==> src/rtl/modem_axil_master_if.sv <==
`default_nettype none
// ============================================================================
//  Module   : modem_axil_master_if
//  Purpose  : AXI4-Lite channel bundle between the modem register initiator
//             and the modem control/status register slave.
//  Revision : 1.0 - initial release
// ============================================================================
interface modem_axil_master_if #(
    parameter int ADDR_WIDTH = 8,
    parameter int DATA_WIDTH = 32
);
    logic [ADDR_WIDTH-1:0]   M_AXI_AWADDR;
    logic [2:0]              M_AXI_AWPROT;
    logic                    M_AXI_AWVALID;
    logic                    M_AXI_AWREADY;
    logic [DATA_WIDTH-1:0]   M_AXI_WDATA;
    logic [DATA_WIDTH/8-1:0] M_AXI_WSTRB;
    logic                    M_AXI_WVALID;
    logic                    M_AXI_WREADY;
    logic [1:0]              M_AXI_BRESP;
    logic                    M_AXI_BVALID;
    logic                    M_AXI_BREADY;
    logic [ADDR_WIDTH-1:0]   M_AXI_ARADDR;
    logic [2:0]              M_AXI_ARPROT;
    logic                    M_AXI_ARVALID;
    logic                    M_AXI_ARREADY;
    logic [DATA_WIDTH-1:0]   M_AXI_RDATA;
    logic [1:0]              M_AXI_RRESP;
    logic                    M_AXI_RVALID;
    logic                    M_AXI_RREADY;

    modport master (
        output M_AXI_AWADDR, M_AXI_AWPROT, M_AXI_AWVALID,
        input  M_AXI_AWREADY,
        output M_AXI_WDATA, M_AXI_WSTRB, M_AXI_WVALID,
        input  M_AXI_WREADY,
        input  M_AXI_BRESP, M_AXI_BVALID,
        output M_AXI_BREADY,
        output M_AXI_ARADDR, M_AXI_ARPROT, M_AXI_ARVALID,
        input  M_AXI_ARREADY,
        input  M_AXI_RDATA, M_AXI_RRESP, M_AXI_RVALID,
        output M_AXI_RREADY
    );

    modport slave (
        input  M_AXI_AWADDR, M_AXI_AWPROT, M_AXI_AWVALID,
        output M_AXI_AWREADY,
        input  M_AXI_WDATA, M_AXI_WSTRB, M_AXI_WVALID,
        output M_AXI_WREADY,
        output M_AXI_BRESP, M_AXI_BVALID,
        input  M_AXI_BREADY,
        input  M_AXI_ARADDR, M_AXI_ARPROT, M_AXI_ARVALID,
        output M_AXI_ARREADY,
        output M_AXI_RDATA, M_AXI_RRESP, M_AXI_RVALID,
        input  M_AXI_RREADY
    );
endinterface
`default_nettype wire

==> src/rtl/modem_axil_master.sv <==
`default_nettype none
// ============================================================================
//  Module   : modem_axil_master
//  Purpose  : Command-port to AXI4-Lite initiator for the modem register map,
//             one single-beat access per command, with usage statistics.
//  Revision : 1.0 - initial release
// ============================================================================
module modem_axil_master #(
    parameter int C_M_AXI_DATA_WIDTH = 32,
    parameter int C_M_AXI_ADDR_WIDTH = 8,
    parameter int TIMEOUT_CYC        = 256
) (
    input  logic                          M_AXI_ACLK,
    input  logic                          M_AXI_ARESETN,
    input  logic                          cmd_valid,
    output logic                          cmd_ready,
    input  logic                          cmd_wr,
    input  logic [C_M_AXI_ADDR_WIDTH-1:0] cmd_addr,
    input  logic [C_M_AXI_DATA_WIDTH-1:0] cmd_wdata,
    output logic                          rsp_valid,
    output logic [C_M_AXI_DATA_WIDTH-1:0] rsp_rdata,
    output logic [1:0]                    rsp_resp,
    output logic                          rsp_timeout,
    output logic [15:0]                   wr_cnt,
    output logic [15:0]                   rd_cnt,
    output logic [15:0]                   err_cnt,
    modem_axil_master_if.master           m_axi
);

    localparam logic [15:0]                     c_timeout = 16'(TIMEOUT_CYC);
    localparam logic [2:0]                      c_prot    = 3'b000;
    localparam logic [C_M_AXI_DATA_WIDTH/8-1:0] c_wstrb   = '1;

    typedef enum logic [2:0] {
        S_IDLE         = 3'd0,
        S_WR_ADDR_DATA = 3'd1,
        S_WR_RESP      = 3'd2,
        S_RD_ADDR      = 3'd3,
        S_RD_DATA      = 3'd4,
        S_RESP         = 3'd5
    } state_t;

    state_t                          r_state;
    logic                            r_rst_done;
    logic                            r_cmd_ready;
    logic                            r_wr;
    logic                            r_aw_done;
    logic                            r_w_done;
    logic [C_M_AXI_ADDR_WIDTH-1:0]   r_awaddr;
    logic [C_M_AXI_ADDR_WIDTH-1:0]   r_araddr;
    logic [C_M_AXI_DATA_WIDTH-1:0]   r_wdata;
    logic                            r_awvalid;
    logic                            r_wvalid;
    logic                            r_bready;
    logic                            r_arvalid;
    logic                            r_rready;
    logic                            r_rsp_valid;
    logic [C_M_AXI_DATA_WIDTH-1:0]   r_rsp_rdata;
    logic [1:0]                      r_rsp_resp;
    logic                            r_timeout;
    logic [15:0]                     r_to_cnt;
    logic [15:0]                     r_wr_cnt;
    logic [15:0]                     r_rd_cnt;
    logic [15:0]                     r_err_cnt;

    logic                            w_aw_hs;
    logic                            w_w_hs;
    logic                            w_aw_done;
    logic                            w_w_done;
    logic                            w_busy;
    logic [C_M_AXI_ADDR_WIDTH-1:0]   w_addr_aligned;

    assign w_aw_hs        = r_awvalid && m_axi.M_AXI_AWREADY;
    assign w_w_hs         = r_wvalid  && m_axi.M_AXI_WREADY;
    assign w_aw_done      = r_aw_done || w_aw_hs;
    assign w_w_done       = r_w_done  || w_w_hs;
    assign w_busy         = (r_state != S_IDLE) && (r_state != S_RESP);
    assign w_addr_aligned = {cmd_addr[C_M_AXI_ADDR_WIDTH-1:2], 2'b00};

    function automatic logic [15:0] sat_inc(input logic [15:0] v);
        return (v == 16'hFFFF) ? v : v + 16'd1;
    endfunction

    always_ff @(posedge M_AXI_ACLK or negedge M_AXI_ARESETN) begin
        if (!M_AXI_ARESETN) begin
            r_state     <= S_IDLE;
            r_rst_done  <= 1'b0;
            r_cmd_ready <= 1'b0;
            r_wr        <= 1'b0;
            r_aw_done   <= 1'b0;
            r_w_done    <= 1'b0;
            r_awaddr    <= '0;
            r_araddr    <= '0;
            r_wdata     <= '0;
            r_awvalid   <= 1'b0;
            r_wvalid    <= 1'b0;
            r_bready    <= 1'b0;
            r_arvalid   <= 1'b0;
            r_rready    <= 1'b0;
            r_rsp_valid <= 1'b0;
            r_rsp_rdata <= '0;
            r_rsp_resp  <= 2'b00;
            r_timeout   <= 1'b0;
            r_to_cnt    <= 16'd0;
            r_wr_cnt    <= 16'd0;
            r_rd_cnt    <= 16'd0;
            r_err_cnt   <= 16'd0;
        end else begin
            r_rst_done  <= 1'b1;
            r_rsp_valid <= 1'b0;

            // Timeout only flags a slow slave; the handshake is still awaited.
            if (w_busy && (r_to_cnt != 16'hFFFF)) begin
                r_to_cnt <= r_to_cnt + 16'd1;
                if (r_to_cnt + 16'd1 == c_timeout) begin
                    r_timeout <= 1'b1;
                end
            end

            case (r_state)
                S_IDLE: begin
                    if (cmd_valid && r_cmd_ready) begin
                        r_cmd_ready <= 1'b0;
                        r_timeout   <= 1'b0;
                        r_to_cnt    <= 16'd0;
                        r_wr        <= cmd_wr;
                        if (cmd_wr) begin
                            r_awaddr  <= w_addr_aligned;
                            r_wdata   <= cmd_wdata;
                            r_awvalid <= 1'b1;
                            r_wvalid  <= 1'b1;
                            r_aw_done <= 1'b0;
                            r_w_done  <= 1'b0;
                            r_state   <= S_WR_ADDR_DATA;
                        end else begin
                            r_araddr  <= w_addr_aligned;
                            r_arvalid <= 1'b1;
                            r_state   <= S_RD_ADDR;
                        end
                    end else begin
                        // Held low for one cycle after reset release.
                        r_cmd_ready <= r_rst_done;
                    end
                end

                S_WR_ADDR_DATA: begin
                    if (w_aw_hs) begin
                        r_awvalid <= 1'b0;
                    end
                    if (w_w_hs) begin
                        r_wvalid <= 1'b0;
                    end
                    r_aw_done <= w_aw_done;
                    r_w_done  <= w_w_done;
                    if (w_aw_done && w_w_done) begin
                        r_bready <= 1'b1;
                        r_state  <= S_WR_RESP;
                    end
                end

                S_WR_RESP: begin
                    if (m_axi.M_AXI_BVALID) begin
                        r_bready    <= 1'b0;
                        r_rsp_rdata <= '0;
                        r_rsp_resp  <= m_axi.M_AXI_BRESP;
                        r_rsp_valid <= 1'b1;
                        r_state     <= S_RESP;
                    end
                end

                S_RD_ADDR: begin
                    if (m_axi.M_AXI_ARREADY) begin
                        r_arvalid <= 1'b0;
                        r_rready  <= 1'b1;
                        r_state   <= S_RD_DATA;
                    end
                end

                S_RD_DATA: begin
                    if (m_axi.M_AXI_RVALID) begin
                        r_rready    <= 1'b0;
                        r_rsp_rdata <= m_axi.M_AXI_RDATA;
                        r_rsp_resp  <= m_axi.M_AXI_RRESP;
                        r_rsp_valid <= 1'b1;
                        r_state     <= S_RESP;
                    end
                end

                S_RESP: begin
                    // Statistics land here so they appear the cycle after rsp_valid.
                    if (r_wr) begin
                        r_wr_cnt <= sat_inc(r_wr_cnt);
                    end else begin
                        r_rd_cnt <= sat_inc(r_rd_cnt);
                    end
                    if (r_rsp_resp != 2'b00) begin
                        r_err_cnt <= sat_inc(r_err_cnt);
                    end
                    r_cmd_ready <= 1'b1;
                    r_state     <= S_IDLE;
                end

                default: begin
                    r_state <= S_IDLE;
                end
            endcase
        end
    end

    assign cmd_ready   = r_cmd_ready;
    assign rsp_valid   = r_rsp_valid;
    assign rsp_rdata   = r_rsp_rdata;
    assign rsp_resp    = r_rsp_resp;
    assign rsp_timeout = r_timeout;
    assign wr_cnt      = r_wr_cnt;
    assign rd_cnt      = r_rd_cnt;
    assign err_cnt     = r_err_cnt;

    assign m_axi.M_AXI_AWADDR  = r_awaddr;
    assign m_axi.M_AXI_AWPROT  = c_prot;
    assign m_axi.M_AXI_AWVALID = r_awvalid;
    assign m_axi.M_AXI_WDATA   = r_wdata;
    assign m_axi.M_AXI_WSTRB   = c_wstrb;
    assign m_axi.M_AXI_WVALID  = r_wvalid;
    assign m_axi.M_AXI_BREADY  = r_bready;
    assign m_axi.M_AXI_ARADDR  = r_araddr;
    assign m_axi.M_AXI_ARPROT  = c_prot;
    assign m_axi.M_AXI_ARVALID = r_arvalid;
    assign m_axi.M_AXI_RREADY  = r_rready;

endmodule
`default_nettype wire

==> src/flat_wrapper.sv <==
// flat-port wrapper written by rule: the top's interface ports become plain ports
module modem_axil_master_flat 
#(
    parameter int C_M_AXI_DATA_WIDTH = 32,
    parameter int C_M_AXI_ADDR_WIDTH = 8,
    parameter int TIMEOUT_CYC        = 256
)
  (M_AXI_ACLK, M_AXI_ARESETN, cmd_valid, cmd_ready, cmd_wr, cmd_addr, cmd_wdata, rsp_valid, rsp_rdata, rsp_resp, rsp_timeout, wr_cnt, rd_cnt, err_cnt, m_axi_M_AXI_AWADDR, m_axi_M_AXI_AWPROT, m_axi_M_AXI_AWVALID, m_axi_M_AXI_AWREADY, m_axi_M_AXI_WDATA, m_axi_M_AXI_WSTRB, m_axi_M_AXI_WVALID, m_axi_M_AXI_WREADY, m_axi_M_AXI_BRESP, m_axi_M_AXI_BVALID, m_axi_M_AXI_BREADY, m_axi_M_AXI_ARADDR, m_axi_M_AXI_ARPROT, m_axi_M_AXI_ARVALID, m_axi_M_AXI_ARREADY, m_axi_M_AXI_RDATA, m_axi_M_AXI_RRESP, m_axi_M_AXI_RVALID, m_axi_M_AXI_RREADY);
  modem_axil_master_if #(.ADDR_WIDTH(8), .DATA_WIDTH(32)) m_axi_i ();
  input  logic M_AXI_ACLK;
  input  logic M_AXI_ARESETN;
  input  logic cmd_valid;
  output logic cmd_ready;
  input  logic cmd_wr;
  input  logic [C_M_AXI_ADDR_WIDTH-1:0] cmd_addr;
  input  logic [C_M_AXI_DATA_WIDTH-1:0] cmd_wdata;
  output logic rsp_valid;
  output logic [C_M_AXI_DATA_WIDTH-1:0] rsp_rdata;
  output logic [1:0] rsp_resp;
  output logic rsp_timeout;
  output logic [15:0] wr_cnt;
  output logic [15:0] rd_cnt;
  output logic [15:0] err_cnt;
  output wire logic [$bits(m_axi_i.M_AXI_AWADDR)-1:0] m_axi_M_AXI_AWADDR;
  output wire logic [$bits(m_axi_i.M_AXI_AWPROT)-1:0] m_axi_M_AXI_AWPROT;
  output wire logic [$bits(m_axi_i.M_AXI_AWVALID)-1:0] m_axi_M_AXI_AWVALID;
  input wire logic [$bits(m_axi_i.M_AXI_AWREADY)-1:0] m_axi_M_AXI_AWREADY;
  output wire logic [$bits(m_axi_i.M_AXI_WDATA)-1:0] m_axi_M_AXI_WDATA;
  output wire logic [$bits(m_axi_i.M_AXI_WSTRB)-1:0] m_axi_M_AXI_WSTRB;
  output wire logic [$bits(m_axi_i.M_AXI_WVALID)-1:0] m_axi_M_AXI_WVALID;
  input wire logic [$bits(m_axi_i.M_AXI_WREADY)-1:0] m_axi_M_AXI_WREADY;
  input wire logic [$bits(m_axi_i.M_AXI_BRESP)-1:0] m_axi_M_AXI_BRESP;
  input wire logic [$bits(m_axi_i.M_AXI_BVALID)-1:0] m_axi_M_AXI_BVALID;
  output wire logic [$bits(m_axi_i.M_AXI_BREADY)-1:0] m_axi_M_AXI_BREADY;
  output wire logic [$bits(m_axi_i.M_AXI_ARADDR)-1:0] m_axi_M_AXI_ARADDR;
  output wire logic [$bits(m_axi_i.M_AXI_ARPROT)-1:0] m_axi_M_AXI_ARPROT;
  output wire logic [$bits(m_axi_i.M_AXI_ARVALID)-1:0] m_axi_M_AXI_ARVALID;
  input wire logic [$bits(m_axi_i.M_AXI_ARREADY)-1:0] m_axi_M_AXI_ARREADY;
  input wire logic [$bits(m_axi_i.M_AXI_RDATA)-1:0] m_axi_M_AXI_RDATA;
  input wire logic [$bits(m_axi_i.M_AXI_RRESP)-1:0] m_axi_M_AXI_RRESP;
  input wire logic [$bits(m_axi_i.M_AXI_RVALID)-1:0] m_axi_M_AXI_RVALID;
  output wire logic [$bits(m_axi_i.M_AXI_RREADY)-1:0] m_axi_M_AXI_RREADY;
  assign m_axi_M_AXI_AWADDR = m_axi_i.M_AXI_AWADDR;
  assign m_axi_M_AXI_AWPROT = m_axi_i.M_AXI_AWPROT;
  assign m_axi_M_AXI_AWVALID = m_axi_i.M_AXI_AWVALID;
  assign m_axi_i.M_AXI_AWREADY = m_axi_M_AXI_AWREADY;
  assign m_axi_M_AXI_WDATA = m_axi_i.M_AXI_WDATA;
  assign m_axi_M_AXI_WSTRB = m_axi_i.M_AXI_WSTRB;
  assign m_axi_M_AXI_WVALID = m_axi_i.M_AXI_WVALID;
  assign m_axi_i.M_AXI_WREADY = m_axi_M_AXI_WREADY;
  assign m_axi_i.M_AXI_BRESP = m_axi_M_AXI_BRESP;
  assign m_axi_i.M_AXI_BVALID = m_axi_M_AXI_BVALID;
  assign m_axi_M_AXI_BREADY = m_axi_i.M_AXI_BREADY;
  assign m_axi_M_AXI_ARADDR = m_axi_i.M_AXI_ARADDR;
  assign m_axi_M_AXI_ARPROT = m_axi_i.M_AXI_ARPROT;
  assign m_axi_M_AXI_ARVALID = m_axi_i.M_AXI_ARVALID;
  assign m_axi_i.M_AXI_ARREADY = m_axi_M_AXI_ARREADY;
  assign m_axi_i.M_AXI_RDATA = m_axi_M_AXI_RDATA;
  assign m_axi_i.M_AXI_RRESP = m_axi_M_AXI_RRESP;
  assign m_axi_i.M_AXI_RVALID = m_axi_M_AXI_RVALID;
  assign m_axi_M_AXI_RREADY = m_axi_i.M_AXI_RREADY;
  modem_axil_master #(.C_M_AXI_DATA_WIDTH(C_M_AXI_DATA_WIDTH), .C_M_AXI_ADDR_WIDTH(C_M_AXI_ADDR_WIDTH), .TIMEOUT_CYC(TIMEOUT_CYC)) u_core (.M_AXI_ACLK(M_AXI_ACLK), .M_AXI_ARESETN(M_AXI_ARESETN), .cmd_valid(cmd_valid), .cmd_ready(cmd_ready), .cmd_wr(cmd_wr), .cmd_addr(cmd_addr), .cmd_wdata(cmd_wdata), .rsp_valid(rsp_valid), .rsp_rdata(rsp_rdata), .rsp_resp(rsp_resp), .rsp_timeout(rsp_timeout), .wr_cnt(wr_cnt), .rd_cnt(rd_cnt), .err_cnt(err_cnt), .m_axi(m_axi_i));
endmodule
==> config.mk <==
export PLATFORM = sky130hd
export DESIGN_NAME = modem_axil_master_flat
export DESIGN_NICKNAME = d
export VERILOG_FILES = /design/src/rtl/modem_axil_master_if.sv /design/src/rtl/modem_axil_master.sv /design/src/flat_wrapper.sv
export SDC_FILE = /design/constraint.sdc
export NUM_CORES = 1
export LEC_CHECK = 0
export ABC_CLOCK_PERIOD_IN_PS = 1650
export BUFFER_PORTS_ARGS = -buffer_cell sky130_fd_sc_hd__buf_2
export CORE_MARGIN = 4
export CORE_UTILIZATION = 45
export CTS_BUF_LIST = sky130_fd_sc_hd__clkbuf_2
export DETAILED_ROUTE_END_ITERATION = 8
export HOLD_SLACK_MARGIN = 0.06
export PLACE_DENSITY = 0.78
export RECOVER_POWER = 100
export SYNTH_ARGS = -nofsm -noshare
export SYNTH_HDL_FRONTEND = slang
export SYNTH_SLANG_ARGS = --single-unit
==> constraint.sdc <==
create_clock -name M_AXI_ACLK -period 1.65 [get_ports M_AXI_ACLK]
set_input_delay 0.165 -clock M_AXI_ACLK [delete_from_list [all_inputs] [get_ports M_AXI_ACLK]]
set_output_delay 0.165 -clock M_AXI_ACLK [all_outputs]
set_load 0.005 [all_outputs]
# ---- Word-level counts from Yosys, hierarchy flattened
# Cells that the tools add are included.
# W data, S select, Z words.
dict set report classes {
  bitwise_logic 5
  muxes 45
  n_reduce_logical 31
  eq_ne 20
  n_addsub 4
}
# cell n
set op_table {}
lappend op_table {{$add A16 B1 Y16 const B} 4}
lappend op_table {{$mux W32} 2}
lappend op_table {{$pmux W32 S2} 1}
lappend op_table {{$eq A16 B16 Y1 const B} 3}
lappend op_table {{$mux W16} 3}
lappend op_table {{$reduce_and A3 Y1} 9}
lappend op_table {{$mux W1} 20}
lappend op_table {{$pmux W1 S2} 9}
lappend op_table {{$eq A16 B9 Y1 const B} 1}
lappend op_table {{$ne A16 B16 Y1 const B} 1}
lappend op_table {{$mux W3} 5}
lappend op_table {{$pmux W3 S5} 1}
lappend op_table {{$reduce_bool A2 Y1} 7}
lappend op_table {{$reduce_and A4 Y1} 3}
lappend op_table {{$ne A2 B2 Y1 const B} 5}
lappend op_table {{$ne A2 B1 Y1 const B} 4}
lappend op_table {{$eq A3 B2 Y1 const B} 2}
lappend op_table {{$eq A3 B3 Y1 const B} 2}
lappend op_table {{$logic_and A1 B1 Y1} 6}
lappend op_table {{$mux W2} 3}
lappend op_table {{$not A1 Y1} 5}
lappend op_table {{$reduce_and A5 Y1} 1}
lappend op_table {{$pmux W2 S2} 1}
lappend op_table {{$eq A3 B1 Y1 const B} 1}
lappend op_table {{other kinds (5)} 6}
dict set report word_totals {
  register_bits 157
  output_inout_bits 148
  inputBits 85
  elab_cells 127
}

# ---- Longest topological paths before layout
dict set report logic_depth {
  depth_word 6
  ltp_mapped 8
  ltp_nobuf 6
}

# ---- Least setup slack after synthesis
# OpenSTA, ideal clock, no wires.
dict set report synth_path {
  path_type {register to register}
  from {register u_core.r_to_cnt[0]}
  to {register u_core.r_timeout (netlist: u_core.rsp_timeout)}
  arrival_ps 1672
  setup_slack_ps -115
  t_required_ps 1556
  period_less_slack_ps 1765
  path_stages_with_launch 8
  setup_ps 94
  path_buffers 1
  path_cell_list {dfrtp_1 > ha_1 > buf_2 > nand3_1 > or2_1 > mux2i_1 > o211ai_1 > a221oi_2}
}
dict set report synth_between {
  elab_chain_len 6
  word_cells_on_any_way 8
  cone_classes {add/sub (1); eq/ne (2); mux (4); reduce/logical (1)}
}
# element line_no
set synth_rtl {}
lappend synth_rtl {{start: declaration} modem_axil_master.sv:61} ;# logic [15:0] r_to_cnt;
lappend synth_rtl {{start signal: assignment} modem_axil_master.sv:114} ;# r_to_cnt <= r_to_cnt + 16'd1;
lappend synth_rtl {{$add A16 B1 Y16} modem_axil_master.sv:115} ;# if (r_to_cnt + 16'd1 == c_timeout) begin
lappend synth_rtl {{$eq A16 B9 Y1} modem_axil_master.sv:115}
lappend synth_rtl {{$mux W1} modem_axil_master.sv:115}
lappend synth_rtl {{$mux W1 *} modem_axil_master.sv:113} ;# if (w_busy && (r_to_cnt != 16'hFFFF)) begin
lappend synth_rtl {{$mux W1} modem_axil_master.sv:122} ;# if (cmd_valid && r_cmd_ready) begin
lappend synth_rtl {{$mux W1 *} modem_axil_master.sv:120} ;# case (r_state)
lappend synth_rtl {{end signal: assignment} modem_axil_master.sv:103} ;# r_timeout <= 1'b0;
lappend synth_rtl {{end signal: assignment} modem_axil_master.sv:116} ;# r_timeout <= 1'b1;
lappend synth_rtl {{end signal: assignment} modem_axil_master.sv:124} ;# r_timeout <= 1'b0;
lappend synth_rtl {{end: declaration} modem_axil_master.sv:60} ;# logic r_timeout;
# Mark *: on every way between the ends. The rest lies on a longest branch, timed or not.
# A chain may end at the register's enable or synchronous reset.

# ---- Final worst setup path
dict set report layout_path {
  from {register u_core.r_rd_cnt[0] (netlist: u_core.rd_cnt[0])}
  to {register u_core.r_rd_cnt[10] (netlist: u_core.rd_cnt[10])}
}
dict set report layout_between {
  elab_chain_len 3
  word_cells_on_any_way 4
  cone_classes {add/sub (1); eq/ne (1); bitwise (1); reduce/logical (1)}
}
# element line_no
set layout_rtl {}
lappend layout_rtl {{start: declaration} modem_axil_master.sv:63} ;# logic [15:0] r_rd_cnt;
lappend layout_rtl {{start signal: assignment} modem_axil_master.sv:194} ;# r_rd_cnt <= sat_inc(r_rd_cnt);
lappend layout_rtl {{parallel branches: the longest is 3 deep, another holds $add A16 B1 Y16} --}
# Several ways; the timed one is not identified.

==> summary.txt <==
ROUTING
---------------------------------------------------------------------------
First DRT Iteration DRCs .....................................          626
Wire length after detailed routing ...........................      30.3 mm
Number of vias per cell after detailed routing ...............         5.60
Count of unresolved DRC violations after routing .............            0
Number of iterations in the first detailed-routing pass ......            5
Routed wire length per instance ..............................      22.2 um
Post-route ant nets ..........................................            0
Number of vias in the routed layout ..........................        7,653

WORST SETUP PATH
---------------------------------------------------------------------------
CP Data Arrival Time .........................................      2.63 ns
Critical R2R Launch .......................................... u_core.rd_cnt[0]$_DFFE_PN0P_
Path type of the worst setup path ............................ flop to flop
Category of the worst setup path capture point ...............         flop
Critical Path Start Type .....................................         flop
Start point of the critical path ............................. u_core.rd_cnt[0]$_DFFE_PN0P_
R2r setup slk ................................................     -0.29 ns
Terminus of the critical flop-to-flop path ................... u_core.rd_cnt[10]$_DFFE_PN0P_
Crit Path Max Fanout .........................................            5
Required time of the critical path ...........................      2.34 ns
Endpoint of the worst setup timing path ...................... u_core.rd_cnt[10]$_DFFE_PN0P_
Worst Reg-to-Reg Cells .......................................            7

GRT
---------------------------------------------------------------------------
Pin count of the biggest net entering global routing .........           47
Initial antenna violation count ..............................            1
Global-route wire length before repair .......................      35.5 mm
Number of global-route vias before repair ....................        7,144
Total gr overflow ............................................            0
GRT Total Usage ..............................................        24.7%

CLOCKING
---------------------------------------------------------------------------
Max Root-Sink Buffers ........................................            2
Clk pin slew, worst setup/hold paths .........................      0.30 ns
CTS tree .....................................................        built
Root cell of the clock tree .................................. sky130_fd_sc_hd__clkbuf_2
Clock Latency Late Sink ......................................      0.80 ns
Inserted Clock Buffers .......................................           17
Clock sink count .............................................          157
Maximum level of the CTS H-tree ..............................            4

SYNTH
---------------------------------------------------------------------------
Number of unique standard cell types used by synthesis .......           68
Avg Synthesized Cell Area ....................................     10.7 um2
Instance count of the mapped netlist .........................          663
Share of the yosys chip area belonging to registers ..........        55.4%
Fraction of registers with async set/reset ...................         100%
Count of flip-flops with a built-in enable after synthesis ...            0
Top flip-flop cell by instance count after synthesis ......... sky130_fd_sc_hd__dfrtp_1
Yosys warning count ..........................................            0
Seq cells post-synth .........................................          157
Mapped cell area .............................................  0.00709 mm2

STA
---------------------------------------------------------------------------
Clock Skew ...................................................    0.0630 ns
Max Slew Vio Count ...........................................            0
Transition time at the pin with the least slew margin ........     0.998 ns
Normalized max-slew margin ...................................        33.4%
Minimum clock period after layout ............................      1.94 ns
Share of the cycle needed by the critical path after routing .         118%
Setup-violating endpoint count in the final report ...........          112
Hold slack ...................................................     0.122 ns
Final hold viol count ........................................            0
Unrepaired setup endpoints after global routing ..............         true
Timing-limited maximum frequency .............................      515 MHz
Smallest setup slack after layout ............................    -0.293 ns
Setup Total Neg Slack ........................................     -7.05 ns

FLOORPLANNING
---------------------------------------------------------------------------
I/O Pins .....................................................          233
Core ar. .....................................................   0.0153 mm2
Starting density of the core .................................        46.3%
Total number of placement rows ...............................           45
DIE WIDTH ....................................................       134 um
Area of the die ..............................................   0.0178 mm2
Height of the die ............................................       134 um

POWER AND IR DROP
---------------------------------------------------------------------------
Power density of the placed cells ............................  1210 mW/mm2
LEAKAGE ......................................................      5.97 nW
Worst VDD drop ...............................................       923 uV

PLACED DESIGN
---------------------------------------------------------------------------
Placed cell area .............................................  0.00905 mm2
Detailed-placement wirelength estimate .......................      13.0 mm
Quantity of I/O buffers inserted on ports ....................          216
Final weighted congestion in routability-driven placement ....        0.866

CELLS AND AREA
---------------------------------------------------------------------------
Most used cells in the layout excluding fill and tap cells ... sky130_fd_sc_hd__dfrtp_1, sky130_fd_sc_hd__buf_2, sky130_fd_sc_hd__buf_4
Area of all placed cells without fillers .....................   0.0120 mm2
Most common cell after layout, fill and taps aside ........... sky130_fd_sc_hd__dfrtp_1
Area delta synth->final ......................................        69.3%
Final-layout fill cell count .................................          897
Number of nets in the layout .................................        1,231
Fraction of final layout cells sized beyond drive strength 1 .        46.2%

RUN STATUS
---------------------------------------------------------------------------
Violated checks .............................................. negative setup slack
Status ....................................................... finished, violations left

MIN PATH
---------------------------------------------------------------------------
Hold wc startpoint ........................................... cmd_wdata[10]
Worst min path class ......................................... input port to flop

RUN
---------------------------------------------------------------------------
Max Cap Violations ...........................................            0

[area by class of cell]
type / instances / area (um2) / share of cell area, %
diodes: 1 / 2.50 / 0.0208
clock buffers: 18 / 90.1 / 0.750
clock inverters: 14 / 159 / 1.32
inverters: 11 / 41.3 / 0.344
multi-input cells: 468 / 3670 / 30.6
flip-flops and latches: 157 / 3950 / 32.9
well taps: 211 / 264 / 2.20
repair buffers: 487 / 3830 / 31.9
[where the power goes]
part           leakage [nW]  switching, W  total [W]  internal [W]
Combinational          3.79       0.00330    0.00635       0.00305
Clock                 0.139       0.00158    0.00231      0.000732
Sequential             2.04       0.00103    0.00592       0.00489
[routing by layer]
metal	global-route usage, %	vias to the layer above	part of all wire (%)
met5	0	-	0
met4	10.6	0	6.5
met3	6.72	158	8.0
met2	42.4	535	52
met1	29.3	3721	34
li1	-	3239	-
[flip-flops by register name, indices dropped and copies added, names as in the netlist, 2 cells and up]
name,cells
u_core.err_cnt,16
u_core.rsp_resp,2
u_core.r_to_cnt,16
u_core.rsp_rdata,32
u_core.r_state,3
u_core.m_axi.M_AXI_ARADDR,6
u_core.wr_cnt,16
u_core.m_axi.M_AXI_AWADDR,6
u_core.rd_cnt,16
u_core.m_axi.M_AXI_WDATA,32
[cells by family after synthesis]
kind of cell               after synthesis  synth area share, %
AOI/OAI and AO/OA                       87                 10.0
xor gates and xnor gates                49                 6.05
adders and majority gates                4                0.705
buffers and inverters                   52                 4.14
DFF                                    157                 55.4
muxes                                   22                 3.25
other                                    2                0.106
and+or+nand+nor                        290                 20.3
[critical path, cell delays in order, from the launching register on]
cell                      delay [ns]
sky130_fd_sc_hd__dfrtp_1        0.45
sky130_fd_sc_hd__ha_2           0.22
sky130_fd_sc_hd__nand4_1        0.17
sky130_fd_sc_hd__nor4_4         0.37
sky130_fd_sc_hd__a21o_1         0.24
sky130_fd_sc_hd__buf_6          0.14
sky130_fd_sc_hd__nor4_4         0.05
sky130_fd_sc_hd__xnor2_1        0.23
[timing repair]
action	in CTS	in global routing
buffers inserted	29	50
gates cloned	0	12
pin swaps	8	108
resized for setup	60	234
endpoints found under the setup margin	90	149
endpoints found under the hold margin	255	0
hold buffers	93	0
[synthesized netlist by cell type (7+ instances only)]
| cell | count | area (um2) |
|---|---|---|
| sky130_fd_sc_hd__nand4_1 | 18 | 113 |
| sky130_fd_sc_hd__clkbuf_1 | 7 | 26.3 |
| sky130_fd_sc_hd__and4_1 | 8 | 70.1 |
| sky130_fd_sc_hd__a21oi_1 | 12 | 60.1 |
| sky130_fd_sc_hd__mux2i_1 | 14 | 140 |
| sky130_fd_sc_hd__nand2_1 | 167 | 627 |
| sky130_fd_sc_hd__nand3_1 | 24 | 120 |
| sky130_fd_sc_hd__nor3_1 | 8 | 40.0 |
| sky130_fd_sc_hd__nor2_1 | 23 | 86.3 |
| sky130_fd_sc_hd__mux2_2 | 8 | 90.1 |
| sky130_fd_sc_hd__a22o_1 | 32 | 280 |
| sky130_fd_sc_hd__xnor2_1 | 43 | 377 |
| sky130_fd_sc_hd__o21ai_0 | 9 | 45.0 |
| sky130_fd_sc_hd__inv_1 | 11 | 41.3 |
| sky130_fd_sc_hd__buf_2 | 12 | 60.1 |
| sky130_fd_sc_hd__buf_4 | 20 | 150 |
| sky130_fd_sc_hd__dfrtp_1 | 157 | 3930 |
[stage by stage]
step / worst slack [ns] / std cells / utilization [%] / power (W)
3_3_place_gp: -0.141 / 1159 / 59.1 / 0.00978
3_5_place_dp: -0.150 / 1159 / 59.1 / 0.00994
4_1_cts: -0.120 / 1307 / 69.7 / 0.0128
5_1_grt: -0.299 / 1367 / 78.4 / 0.0152
6_report: -0.293 / 1367 / 78.4 / 0.0146
2_1_floorplan: 0.00191 / 676 / - / 0.00774
[worst min path at each step]
stage	to	slack, ns	cells after the start
2_1_floorplan	u_core.cmd_ready$_DFFE_PN0P_	-0.13	0
6_report	u_core.m_axi.M_AXI_WDATA[10]$_DFFE_PN0P_	0.12	4
3_5_place_dp	u_core.err_cnt[7]$_DFFE_PN0P_	0.11	1
3_3_place_gp	u_core.err_cnt[8]$_DFFE_PN0P_	0.11	1
4_1_cts	u_core.m_axi.M_AXI_AWVALID$_DFFE_PN0P_	0.06	3
5_1_grt	u_core.m_axi.M_AXI_WDATA[6]$_DFFE_PN0P_	0.05	4
No activity file was read; power rests on OpenSTA's default activity.
